File: src/rtl/lsu_pkg.sv
// Shared definitions for the dm_lsu load/store unit: RV32I funct3 codes,
// FSM state encoding and the funct3 legality helper.
package lsu_pkg;

    localparam logic [2:0] F3_B  = 3'b000;
    localparam logic [2:0] F3_H  = 3'b001;
    localparam logic [2:0] F3_W  = 3'b010;
    localparam logic [2:0] F3_BU = 3'b100;
    localparam logic [2:0] F3_HU = 3'b101;

    typedef enum logic [1:0] {
        IDLE   = 2'd0,
        ACCESS = 2'd1,
        RESP   = 2'd2
    } lsu_state_e;

    // Unsigned variants only exist for loads.
    function automatic logic f3_legal(input logic we, input logic [2:0] f3);
        case (f3)
            F3_B, F3_H, F3_W: return 1'b1;
            F3_BU, F3_HU:     return !we;
            default:          return 1'b0;
        endcase
    endfunction

endpackage

File: src/rtl/lsu_align.sv
// Byte-lane logic for dm_lsu: load extract/extend, store lane merge and
// alignment check. Purely combinational; lanes are little-endian.
module lsu_align
    import lsu_pkg::*;
#(
    parameter int XLEN = 32
) (
    input  logic [2:0]      i_funct3,
    input  logic [1:0]      i_addr_lo,
    input  logic [XLEN-1:0] i_dm_rd,
    input  logic [XLEN-1:0] i_wdata,
    output logic [XLEN-1:0] o_load_data,
    output logic [XLEN-1:0] o_wr_data,
    output logic            o_misalign
);

    logic [7:0]  w_byte;
    logic [15:0] w_half;

    always_comb begin
        w_byte      = i_dm_rd[{i_addr_lo, 3'b000} +: 8];
        w_half      = i_dm_rd[{i_addr_lo[1], 4'b0000} +: 16];
        o_load_data = '0;
        o_wr_data   = i_dm_rd;
        o_misalign  = 1'b0;
        case (i_funct3)
            F3_B: begin
                o_load_data = {{(XLEN-8){w_byte[7]}}, w_byte};
                o_wr_data[{i_addr_lo, 3'b000} +: 8] = i_wdata[7:0];
            end
            F3_BU: o_load_data = {{(XLEN-8){1'b0}}, w_byte};
            F3_H: begin
                o_load_data = {{(XLEN-16){w_half[15]}}, w_half};
                o_wr_data[{i_addr_lo[1], 4'b0000} +: 16] = i_wdata[15:0];
                o_misalign  = i_addr_lo[0];
            end
            F3_HU: begin
                o_load_data = {{(XLEN-16){1'b0}}, w_half};
                o_misalign  = i_addr_lo[0];
            end
            F3_W: begin
                o_load_data = i_dm_rd;
                o_wr_data   = i_wdata;
                o_misalign  = |i_addr_lo;
            end
            default: o_load_data = '0;
        endcase
    end

endmodule

File: src/rtl/dm_lsu.sv
// dm_lsu: RV32I load/store unit driving a single-port word-addressed DM.
// Optional macro DM_LSU_RANGE_CHECK_EN flags addresses beyond the DM as errors.
//
// state  | meaning
// IDLE   | ready for a request
// ACCESS | DM addressed, checks evaluated, store written at exit
// RESP   | response held until rsp_ready
module dm_lsu
    import lsu_pkg::*;
#(
    parameter int ADDR_W = 5,
    parameter int XLEN   = 32
) (
    input  logic              clk,
    input  logic              rst_n,
    input  logic              req_valid,
    output logic              req_ready,
    input  logic              req_we,
    input  logic [2:0]        req_funct3,
    input  logic [XLEN-1:0]   req_addr,
    input  logic [XLEN-1:0]   req_wdata,
    output logic              rsp_valid,
    input  logic              rsp_ready,
    output logic [XLEN-1:0]   rsp_rdata,
    output logic              rsp_err,
    output logic              dm_we,
    output logic [ADDR_W-1:0] dm_addres,
    output logic [XLEN-1:0]   dm_wd,
    input  logic [XLEN-1:0]   dm_rd
);

    lsu_state_e      r_state, w_next;
    logic            r_we;
    logic [2:0]      r_funct3;
    logic [XLEN-1:0] r_addr;
    logic [XLEN-1:0] r_wdata;
    logic [XLEN-1:0] r_rsp_rdata;
    logic            r_rsp_err;

    logic [XLEN-1:0] w_load;
    logic [XLEN-1:0] w_merged;
    logic            w_misalign;
    logic            w_range_err;
    logic            w_err;

    lsu_align #(.XLEN(XLEN)) u_align (
        .i_funct3    (r_funct3),
        .i_addr_lo   (r_addr[1:0]),
        .i_dm_rd     (dm_rd),
        .i_wdata     (r_wdata),
        .o_load_data (w_load),
        .o_wr_data   (w_merged),
        .o_misalign  (w_misalign)
    );

`ifdef DM_LSU_RANGE_CHECK_EN
    assign w_range_err = |r_addr[XLEN-1:ADDR_W+2];
`else
    // Upper bits are ignored so accesses wrap onto the DM.
    logic w_unused_addr_hi;
    assign w_unused_addr_hi = ^r_addr[XLEN-1:ADDR_W+2];
    assign w_range_err      = 1'b0;
`endif

    assign w_err     = !f3_legal(r_we, r_funct3) || w_misalign || w_range_err;
    assign dm_addres = r_addr[ADDR_W+1:2];
    assign rsp_rdata = r_rsp_rdata;
    assign rsp_err   = r_rsp_err;

    always_ff @(posedge clk or negedge rst_n) begin
        if (!rst_n) r_state <= IDLE;
        else        r_state <= w_next;
    end

    always_comb begin
        w_next    = r_state;
        req_ready = 1'b0;
        rsp_valid = 1'b0;
        dm_we     = 1'b0;
        dm_wd     = '0;
        case (r_state)
            IDLE: begin
                req_ready = 1'b1;
                if (req_valid) w_next = ACCESS;
            end
            ACCESS: begin
                w_next = RESP;
                if (r_we && !w_err) begin
                    dm_we = 1'b1;
                    dm_wd = w_merged;
                end
            end
            RESP: begin
                rsp_valid = 1'b1;
                if (rsp_ready) w_next = IDLE;
            end
            default: w_next = IDLE;
        endcase
    end

    always_ff @(posedge clk or negedge rst_n) begin
        if (!rst_n) begin
            r_we        <= 1'b0;
            r_funct3    <= '0;
            r_addr      <= '0;
            r_wdata     <= '0;
            r_rsp_rdata <= '0;
            r_rsp_err   <= 1'b0;
        end else begin
            if (r_state == IDLE && req_valid) begin
                r_we     <= req_we;
                r_funct3 <= req_funct3;
                r_addr   <= req_addr;
                r_wdata  <= req_wdata;
            end
            if (r_state == ACCESS) begin
                r_rsp_err   <= w_err;
                r_rsp_rdata <= (w_err || r_we) ? '0 : w_load;
            end
        end
    end

endmodule

File: config.mk
export PLATFORM = sky130hd
export DESIGN_NAME = dm_lsu
export DESIGN_NICKNAME = d
export VERILOG_FILES = /design/src/rtl/lsu_pkg.sv /design/src/rtl/lsu_align.sv /design/src/rtl/dm_lsu.sv
export SDC_FILE = /design/constraint.sdc
export NUM_CORES = 1
export LEC_CHECK = 0
export CAP_MARGIN = 20
export CORE_UTILIZATION = 44
export DETAILED_ROUTE_END_ITERATION = 16
export PLACE_DENSITY = 0.82
export REMOVE_ABC_BUFFERS = 1
export SETUP_SLACK_MARGIN = 0.15
export SYNTH_ARGS = -nofsm -noshare
export SYNTH_HDL_FRONTEND = slang
export SYNTH_SLANG_ARGS = --single-unit
export TNS_END_PERCENT = 50
File: constraint.sdc
create_clock -name clk -period 3.4 [get_ports clk]
set_clock_uncertainty 0.15 [all_clocks]
set_input_delay 0.51 -clock clk [delete_from_list [all_inputs] [get_ports clk]]
set_output_delay 0.51 -clock clk [all_outputs]
set_load 0.01 [all_outputs]
* After elaboration in Yosys (flattened, before gate mapping)
Cells that the tools add are included.
** Word-level totals
- Register bits after elaboration :: 78
- Input bits :: 104
- Output and inout port bits :: 73
- Logic and storage cells :: 53
** Operators by class
- Shift-type cells :: 6
- Reductions and logical operators :: 14
- Multiplexer cells :: 16
- Eq/ne operators :: 8
- $add $sub $neg :: 2
** Operators by type and width (count)
- one-hot mux 32 bit (5 select lines) :: 1
- 2-to-1 mux 32 bit :: 3
- one-hot mux 32 bit (3 select lines) :: 1
- bitwise mux 32 bit :: 2
- variable shift 16 x 7 -> 32 bit (first input constant) :: 1
- variable shift 8 x 7 -> 32 bit (first input constant) :: 1
- variable part select 16 x 7 -> 32 bit :: 1
- variable part select 32 x 6 -> 16 bit :: 1
- variable part select 32 x 6 -> 8 bit :: 1
- variable part select 8 x 7 -> 32 bit :: 1
- negation 5 -> 7 bit :: 2
- == test 3 bit (second input constant) :: 2
- one-hot mux 2 bit (3 select lines) :: 1
- OR reduction 2 bit :: 3
- 2-to-1 mux 1 bit :: 4
- 2-to-1 mux 2 bit :: 2
- inequality test 2 bit (second input constant) :: 2
- one-hot mux 1 bit (2 select lines) :: 2
- == test 3 x 1 -> 1 bit (second input constant) :: 1
- == test 3 x 2 -> 1 bit (second input constant) :: 1
- logical NOT 1 bit :: 3
- logical NOT 3 bit :: 1
- OR reduction 3 bit :: 1
- == test 2 x 1 -> 1 bit (second input constant) :: 1
- 5 further kinds :: 7

* Depth between registers and ports, before layout
- Depth after elaboration :: 9
- Gate-level depth with buffers :: 8
- Gate-level depth less buffers :: 6

* Modules after synthesis
Synthesis repeated with hierarchy kept, for this count alone.
** Second synthesis, totals
- Cells, all modules :: 606
- Area total of the unflattened synthesis :: 5525.3 µm²
** Modules (own cells, without submodules)
- dm_lsu :: area each 3437.0 µm², cells an instance 290, times used 1, seq. area each 1951.9 µm²
- lsu_align :: area each 2088.3 µm², cells an instance 316, times used 1, seq. area each 0.0 µm²

* Worst setup path after synthesis
OpenSTA, ideal clock, no wires.
- Kind :: register to output
- Start point :: register r_addr[1]
- End point :: output dm_wd[0]
- Stages on the path, launching flop included :: 8
- Setup slack :: 0.569 ns
- Path buffers :: 1
- Data arrival time :: 2.171 ns
- Data required time :: 2.740 ns
- Cells stage by stage :: dfrtp_1 > buf_4 > inv_1 > ha_1 > or3b_2 > a221oi_4 > a22oi_1 > nor2_1
** Between the ends
- Word-level cells in the longest chain between the ends :: 7
- Elaborated cells between the ends (all ways) :: 16
- Those cells by class :: 2 x add/sub; 4 x shift; 6 x mux; 4 x reduce/logical
** RTL lines
- start, declared :: line dm_lsu.sv:35 : logic [XLEN-1:0] r_addr;
- start signal, assigned :: line dm_lsu.sv:113 : r_addr <= req_addr;
- parallel branches: the longest is 5 deep, another holds negation 5 -> 7 bit
- 2-to-1 mux 32 bit (*) :: line dm_lsu.sv:88 : if (r_we && !w_err) begin
- 2-to-1 mux 32 bit (*) :: line dm_lsu.sv:81 : case (r_state)
- end, declared :: line dm_lsu.sv:28 : output logic [XLEN-1:0] dm_wd,
Mark *: on every way between the ends.

* Final worst setup path
- Start point :: register r_addr[0]
- End point :: output dm_wd[1]
** Between the ends
- Word-level cells in the longest chain between the ends :: 7
- Elaborated cells between the ends (all ways) :: 12
- Those cells by class :: 1 x add/sub; 2 x shift; 5 x mux; 4 x reduce/logical
** RTL lines (line)
- parallel branches: the longest is 5 deep, another holds negation 5 -> 7 bit
- 2-to-1 mux 32 bit (*) :: dm_lsu.sv:88
- 2-to-1 mux 32 bit (*) :: dm_lsu.sv:81
Marks and branches as above.

==> impl_metrics.py <==
metrics = {
    "run_status": {
        "outcome": "finished clean",
    },
    "synth": {
        "synth.avg_cell_area_sq_um": 11.0,
        "ys_seq_elements": 78,
        "synthTopCellsByArea": "dfrtp_1, mux2_2, a222oi_1",
        "netlist.area_leader.share_pct": 45.3,
        "syn_inst": 393,
        "yosysWarnings": 0,
        "seq_area_frac_synth_pct": 45.3,
        "syn_area_sq_um": 4310,
        "synth_cell_type_count": 49,
        "synth_area_leader_cell": "dfrtp_1",
    },
    "floorplanning": {
        "fp.coreArea_sq_um": 9370,
        "start_util_pct": 46.0,
        "die_h_um": 101,
        "placementRows": 35,
        "dieWidth_um": 101,
        "die-area_sq_um": 10200,
        "io_pins": 177,
    },
    "critical_path": {
        "critPathKind": "register to primary output",
        "worst_ep_required_time_ns": 2.74,
        "critPathMaxStageDelay_ns": 0.51,
        "critPathArrivalTime_ns": 2.57,
        "critPathMaxFanout": 4,
        "cp_slowest_cell": "or3b_2",
        "cp-end-kind": "primary output",
        "crit_chain": "inv_2 > ha_1 > or3b_2 > a221oi_4 > buf_4 > a22oi_1 > nor2_1 > dlygate4sd2_1",
        "start_kind": "register",
    },
    "grt": {
        "grt_pass1_vias": 4041,
        "grt_max_degree": 79,
        "grtUsageTotal_pct": 27.5,
        "antenna_found_initial": 0,
        "grt_pass1_wl_um": 21500,
        "gr-total-overflow": 0,
    },
    "cells_and_area": {
        "num_antenna_cells": 0,
        "syn_to_final_growth_pct": 45.4,
        "nets": 657,
        "layout_commonest_cell": "clkdlybuf4s50_1",
        "layout.area.seq_sq_um": 1950,
        "drive_above_1_share_pct": 20.4,
        "final_cell_mix": "clkdlybuf4s50_1, dfrtp_1, mux2_2",
        "multiInputGateArea_sq_um": 2190,
        "fillers": 756,
    },
    "route": {
        "ant_nets": 0,
        "avgRoutedWirePerCell_um": 20.4,
        "vias_per_cell": 6.04,
        "drt-initial-drc-count": 397,
        "first_pass_iters": 7,
        "vias": 4117,
        "drc_errors": 0,
        "routed_wl_um": 13900,
    },
    "sta": {
        "grt_setup_unrepaired": "true",
        "fin_ws_ns": 0.174,
        "drv_slew": 0,
        "slew_headroom_pct": 26.8,
        "tightest_slew_ns": 1.10,
        "max_freq_ghz": 0.310,
        "fin_crit_sh_pct": 94.9,
        "fin_hold_ws_ns": 0.340,
        "setup_tns_ns": 0,
        "period_needed_ns": 3.23,
        "setup_viol": 0,
        "hold_viol": 0,
    },
    "clocking": {
        "h-tree-depth": 3,
        "numClockSinks": 78,
        "root_buffer": "clkbuf_8",
        "clockBufferDepth": 2,
        "numCtsBuffers": 9,
        "cts_tree": "yes",
        "worstSkewPairLatency_ns": 0.34,
        "path_clk_slew_ns": 0.08,
    },
    "power_and_ir_drop": {
        "finalPower_mw": 5.25,
        "vdd_drop_max_mv": 0.352,
        "powerDensity_nw_per_um2": 838,
        "power_leakage_nw": 2.67,
    },
    "place": {
        "hpwl_um": 10100,
        "place_ws_ns": 0.233,
        "numPortBuffers": 151,
        "gp_congestion": 0.849,
    },
    "hold_path": {
        "min_path_type": "register to register",
    },
    "flow_run": {
        "maxCapViolations": 0,
    },
}
-- through the flow --
| step | instances | util [%] | instance area, sq um |
|---|---|---|---|
| 2_1_floorplan | 361 | - | 4140 |
| 3_3_place_gp | 658 | 63.3 | 5930 |
| 3_5_place_dp | 658 | 63.3 | 5930 |
| 4_1_cts | 677 | 65.9 | 6170 |
| 5_1_grt | 682 | 66.8 | 6260 |
| 6_report | 682 | 66.8 | 6260 |
-- where the power goes --
group | total (mW) | internal [mW] | switching [mW]
combinational | 2.76 | 1.42 | 1.34
sequential | 1.73 | 1.36 | 0.366
clock | 0.755 | 0.413 | 0.342
-- synthesized netlist by cell type, drive strengths merged --
| cell | count |
|---|---|
| dfrtp | 78 |
| mux2 | 47 |
| nand2 | 37 |
| a222oi | 30 |
| nor2 | 27 |
| o21ai | 23 |
| buf | 22 |
| a21oi | 18 |
| a221o | 17 |
| a22oi | 10 |
| clkbuf | 10 |
| nand2b | 8 |
| a221oi | 7 |
| a22o | 7 |
| inv | 6 |
| ha | 5 |
| a211oi | 4 |
| nor3b | 4 |
| a21o | 3 |
| and2 | 3 |
| mux2i | 3 |
| nor3 | 3 |
| or3 | 3 |
| or3b | 3 |
| nand3 | 2 |
| nor2b | 2 |
| nor4 | 2 |
| o211ai | 2 |
| o21bai | 2 |
| a211o | 1 |
| a31oi | 1 |
| mux4 | 1 |
| nor4bb | 1 |
| or2 | 1 |
-- per-layer routing --
metal / GRT usage (%) / up-vias / part of all wire (%) / wire (um)
li1: - / 1836 / - / -
met1: 36.8 / 2044 / 41 / 5660
met2: 46.7 / 219 / 51 / 7020
met3: 3.74 / 18 / 7.5 / 1050
met4: 7.69 / 0 / 1.2 / 161
met5: 0 / - / 0 / 0
-- cell type report --
class | count | share of cell area (%)
clock buffer | 10 | 2.04
sequential | 78 | 31.2
tap | 129 | 2.58
inverter | 6 | 0.360
multi-input combinational | 277 | 35.0
clock inverter | 6 | 1.38
timing repair buffer | 176 | 27.5
-- worst max-delay path, delay by kind of cell (launching register included) --
kind                     cells  cell delay (ns)
AND/OR/NAND/NOR              2             0.66
buffers and inverters        3             0.51
flip-flops                   1             0.36
AO/OA/AOI/OAI                2             0.36
adder cells (fa/ha/maj)      1             0.33
-- registers in the layout (all words and copies together) (netlist names) --
register	count
r_addr	7
r_state	2
rsp_rdata	32
r_wdata	32
r_funct3	3
rsp_err	1
r_we	1
-- worst paths after layout --
| path | start | to | slack [ns] | depth (start not counted) |
|---|---|---|---|---|
| max in group asynchronous | rst_n | rsp_rdata[14] | 2.03 | 3 |
| setup / recovery | r_addr[0] | dm_wd[1] | 0.17 | 8 |
| hold reg to reg | rsp_rdata[10] | rsp_rdata[10] | 0.34 | 2 |
| min in group asynchronous | rst_n | r_funct3[1] | 0.49 | 2 |
| setup reg to reg | r_addr[0] | rsp_rdata[21] | 0.69 | 8 |
| hold / removal | rsp_rdata[10] | rsp_rdata[10] | 0.34 | 2 |
-- cells by family (layout without fill, tap and decap cells) --
family	after synthesis	count (layout)	share of synthesized area, %
AND/OR/NAND/NOR	96	96	11.8
flip-flops	78	78	45.3
adder cells (fa/ha/maj)	5	5	1.45
multiplexers	51	51	13.5
buffers and inverters	38	198	4.53
AO/OA/AOI/OAI	125	125	23.4
-- timing repair --
item | CTS | global route
hold buffers | 0 | 1
endpoints found under the hold margin | 0 | 29
pin swaps | 3 | 1
gates resized for setup | 20 | 10
endpoints found under the setup margin | 32 | 22
buffers inserted | 3 | 3
No activity file was read; power rests on OpenSTA's default activity.
==> RTL change: new RTL, same flow settings <==
`XLEN` is set to 32 in 2 places; all go to 40.
--- a/src/rtl/lsu_align.sv
+++ b/src/rtl/lsu_align.sv
@@ -4,5 +4,5 @@
     import lsu_pkg::*;
 #(
-    parameter int XLEN = 32
+    parameter int XLEN = 40
 ) (
     input  logic [2:0]      i_funct3,
--- a/src/rtl/dm_lsu.sv
+++ b/src/rtl/dm_lsu.sv
@@ -10,5 +10,5 @@
 #(
     parameter int ADDR_W = 5,
-    parameter int XLEN   = 32
+    parameter int XLEN   = 40
 ) (
     input  logic              clk,
Interface: changed (5 resized); port bits go from 177 to 217. The function was not compared with the original's and may differ.
==> RTL change against the unedited design <==
- area after synthesis grew 17%
- worst setup slack lost 0.042 ns
- die area grew 16%
- power grew 24%
- wire length grew 25%
- design area grew 20%
- global-route usage grew 2.1 points
- sequential cell count grew 16
- critical path type unchanged
==> RTL change: results (changes against the unedited design) <==
final_layout:
  multi_input_area_share: 0.334  # was 0.350
  multi_input_gates: 328  # was 277
  non_clock_buffer_area_share: 0.280  # was 0.275
  post-route-util: 0.684  # was 0.668
  buffers_excl_clock: 207  # was 176
  seq_share: 0.314  # was 0.312
  final_nets: 779  # was 657
  clkCellAreaFrac: 0.0460  # was 0.0342
  nNonClkInverters: 5  # was 6
  fill_cells: 825  # was 756
clocking:
  cts_root_buf: "clkbuf_16"  # was clkbuf_8
  cts_hold_buf: 1  # was 0
  cts_setup_buffers: 0  # was 3
  ctsResizeCount: 15  # was 20
  cts_sinks: 94  # was 78
power:
  leakage_nw: 3.44  # was 2.67 nW
  power_frac_comb: 0.491  # was 0.527
  powerClk_w: 0.00116  # was 0.000755 W
  finalPower_w: 0.00649  # was 0.00525 W
  p_int_w: 0.00402  # was 0.00320 W
detailed_routing:
  routedLengthMet1_um: 6700  # was 5660 um
  num_vias: 4951  # was 4,117
  viasPerCell: 6.27  # was 6.04
  first_iter_violations: 633  # was 397
  routed_wirelength_um: 17300  # was 13,900 um
grt:
  grt_util_all_layers: 0.296  # was 0.275
  grt_pass1_vias: 4776  # was 4,041
  grt_max_degree: 45  # was 79
  grt_use_met2: 0.477  # was 0.467
  use_met3: 0.0430  # was 0.0374
  met1_usage: 0.385  # was 0.368
  grt_pass1_wl_um: 26100  # was 21,500 um
placement:
  pre_cts_ws_ns: 0.203  # was 0.233 ns
  post-dp-hpwl_um: 13100  # was 10,100 um
  dpl_cell_area_um2: 6980  # was 5930 um2
  place_congestion: 0.902  # was 0.849
  port-buffer-count: 183  # was 151
synth:
  synth-compound-area-share: 0.230  # was 0.234
  ys_top_cells_by_area: "dfrtp_1 (47%), mux2_2 (13%), a222oi_1 (7.8%)"  # was dfrtp_1 (45%), mux2_2 (12%), a222oi_1 (7.0%)
  synthMuxAreaShare: 0.137  # was 0.135
  synth-adder-area-share: 0.0149  # was 0.0145
  syn_inst: 473  # was 393
  yosysSeqAreaShare: 0.468  # was 0.453
  synth_common_cells: "dfrtp_1 (94), mux2_2 (59), nand2_1 (53), a222oi_1 (39), o21ai_0 (38)"  # was dfrtp_1 (78), mux2_2 (47), nand2_1 (37), a222oi_1 (30), nor2_1 (25)
setup_path:
  cp_slowest_cell: "clkdlybuf4s50_1"  # was or3b_2
  reg2reg_to: "rsp_rdata[29]"  # was rsp_rdata[21]
  rr_startpoint: "r_funct3[1]"  # was r_addr[0]
  r2r_setup_slack_ns: 1.25  # was 0.69 ns
  endpoint: "dm_wd[6]"  # was dm_wd[1]
  r2r_cells: 5  # was 8
  worstPathArrival_ns: 2.61  # was 2.57 ns
outcome:
  outcome: "finished, final reports clean"  # unchanged
sta:
  slew_headroom: 0.460  # was 0.268
  finalCriticalPeriod_ns: 3.27  # was 3.23 ns
==> RTL change: cell types whose count changed in the layout (fill, tap and decap cells not counted), sizes merged, moves of 4 or more <==
cell           before  now
a21oi              18   13
mux2               47   59
dfrtp              78   94
a211oi              4    0
dlymetal6s2s        6   26
o21ai              23   48
nor2               27   33
dlygate4sd2        15    0
a221o              17    0
a222oi             30   39
a22oi              10   25
clkdlybuf4s50     129  156
nand2              37   53
==> RTL change: worst max-delay path: cells and delay by family, from the launching register on <==
family	cells	cell delay (ns)
flops	1	0.41
buf+inv	4	1.00
compound gates	3	0.84
==> RTL change: worst min-delay path by stage <==
stage	start	end	slack, ns	cells after the start
floorplan	rst_n	r_addr[0]	0.06	0
global placement	rst_n	r_wdata[7]	0.31	1
detailed placement	rsp_rdata[31]	rsp_rdata[31]	0.32	2
CTS	rsp_rdata[31]	rsp_rdata[31]	0.34	2
global route	rsp_rdata[21]	rsp_rdata[21]	0.36	2
finish	rsp_rdata[31]	rsp_rdata[31]	0.33	2
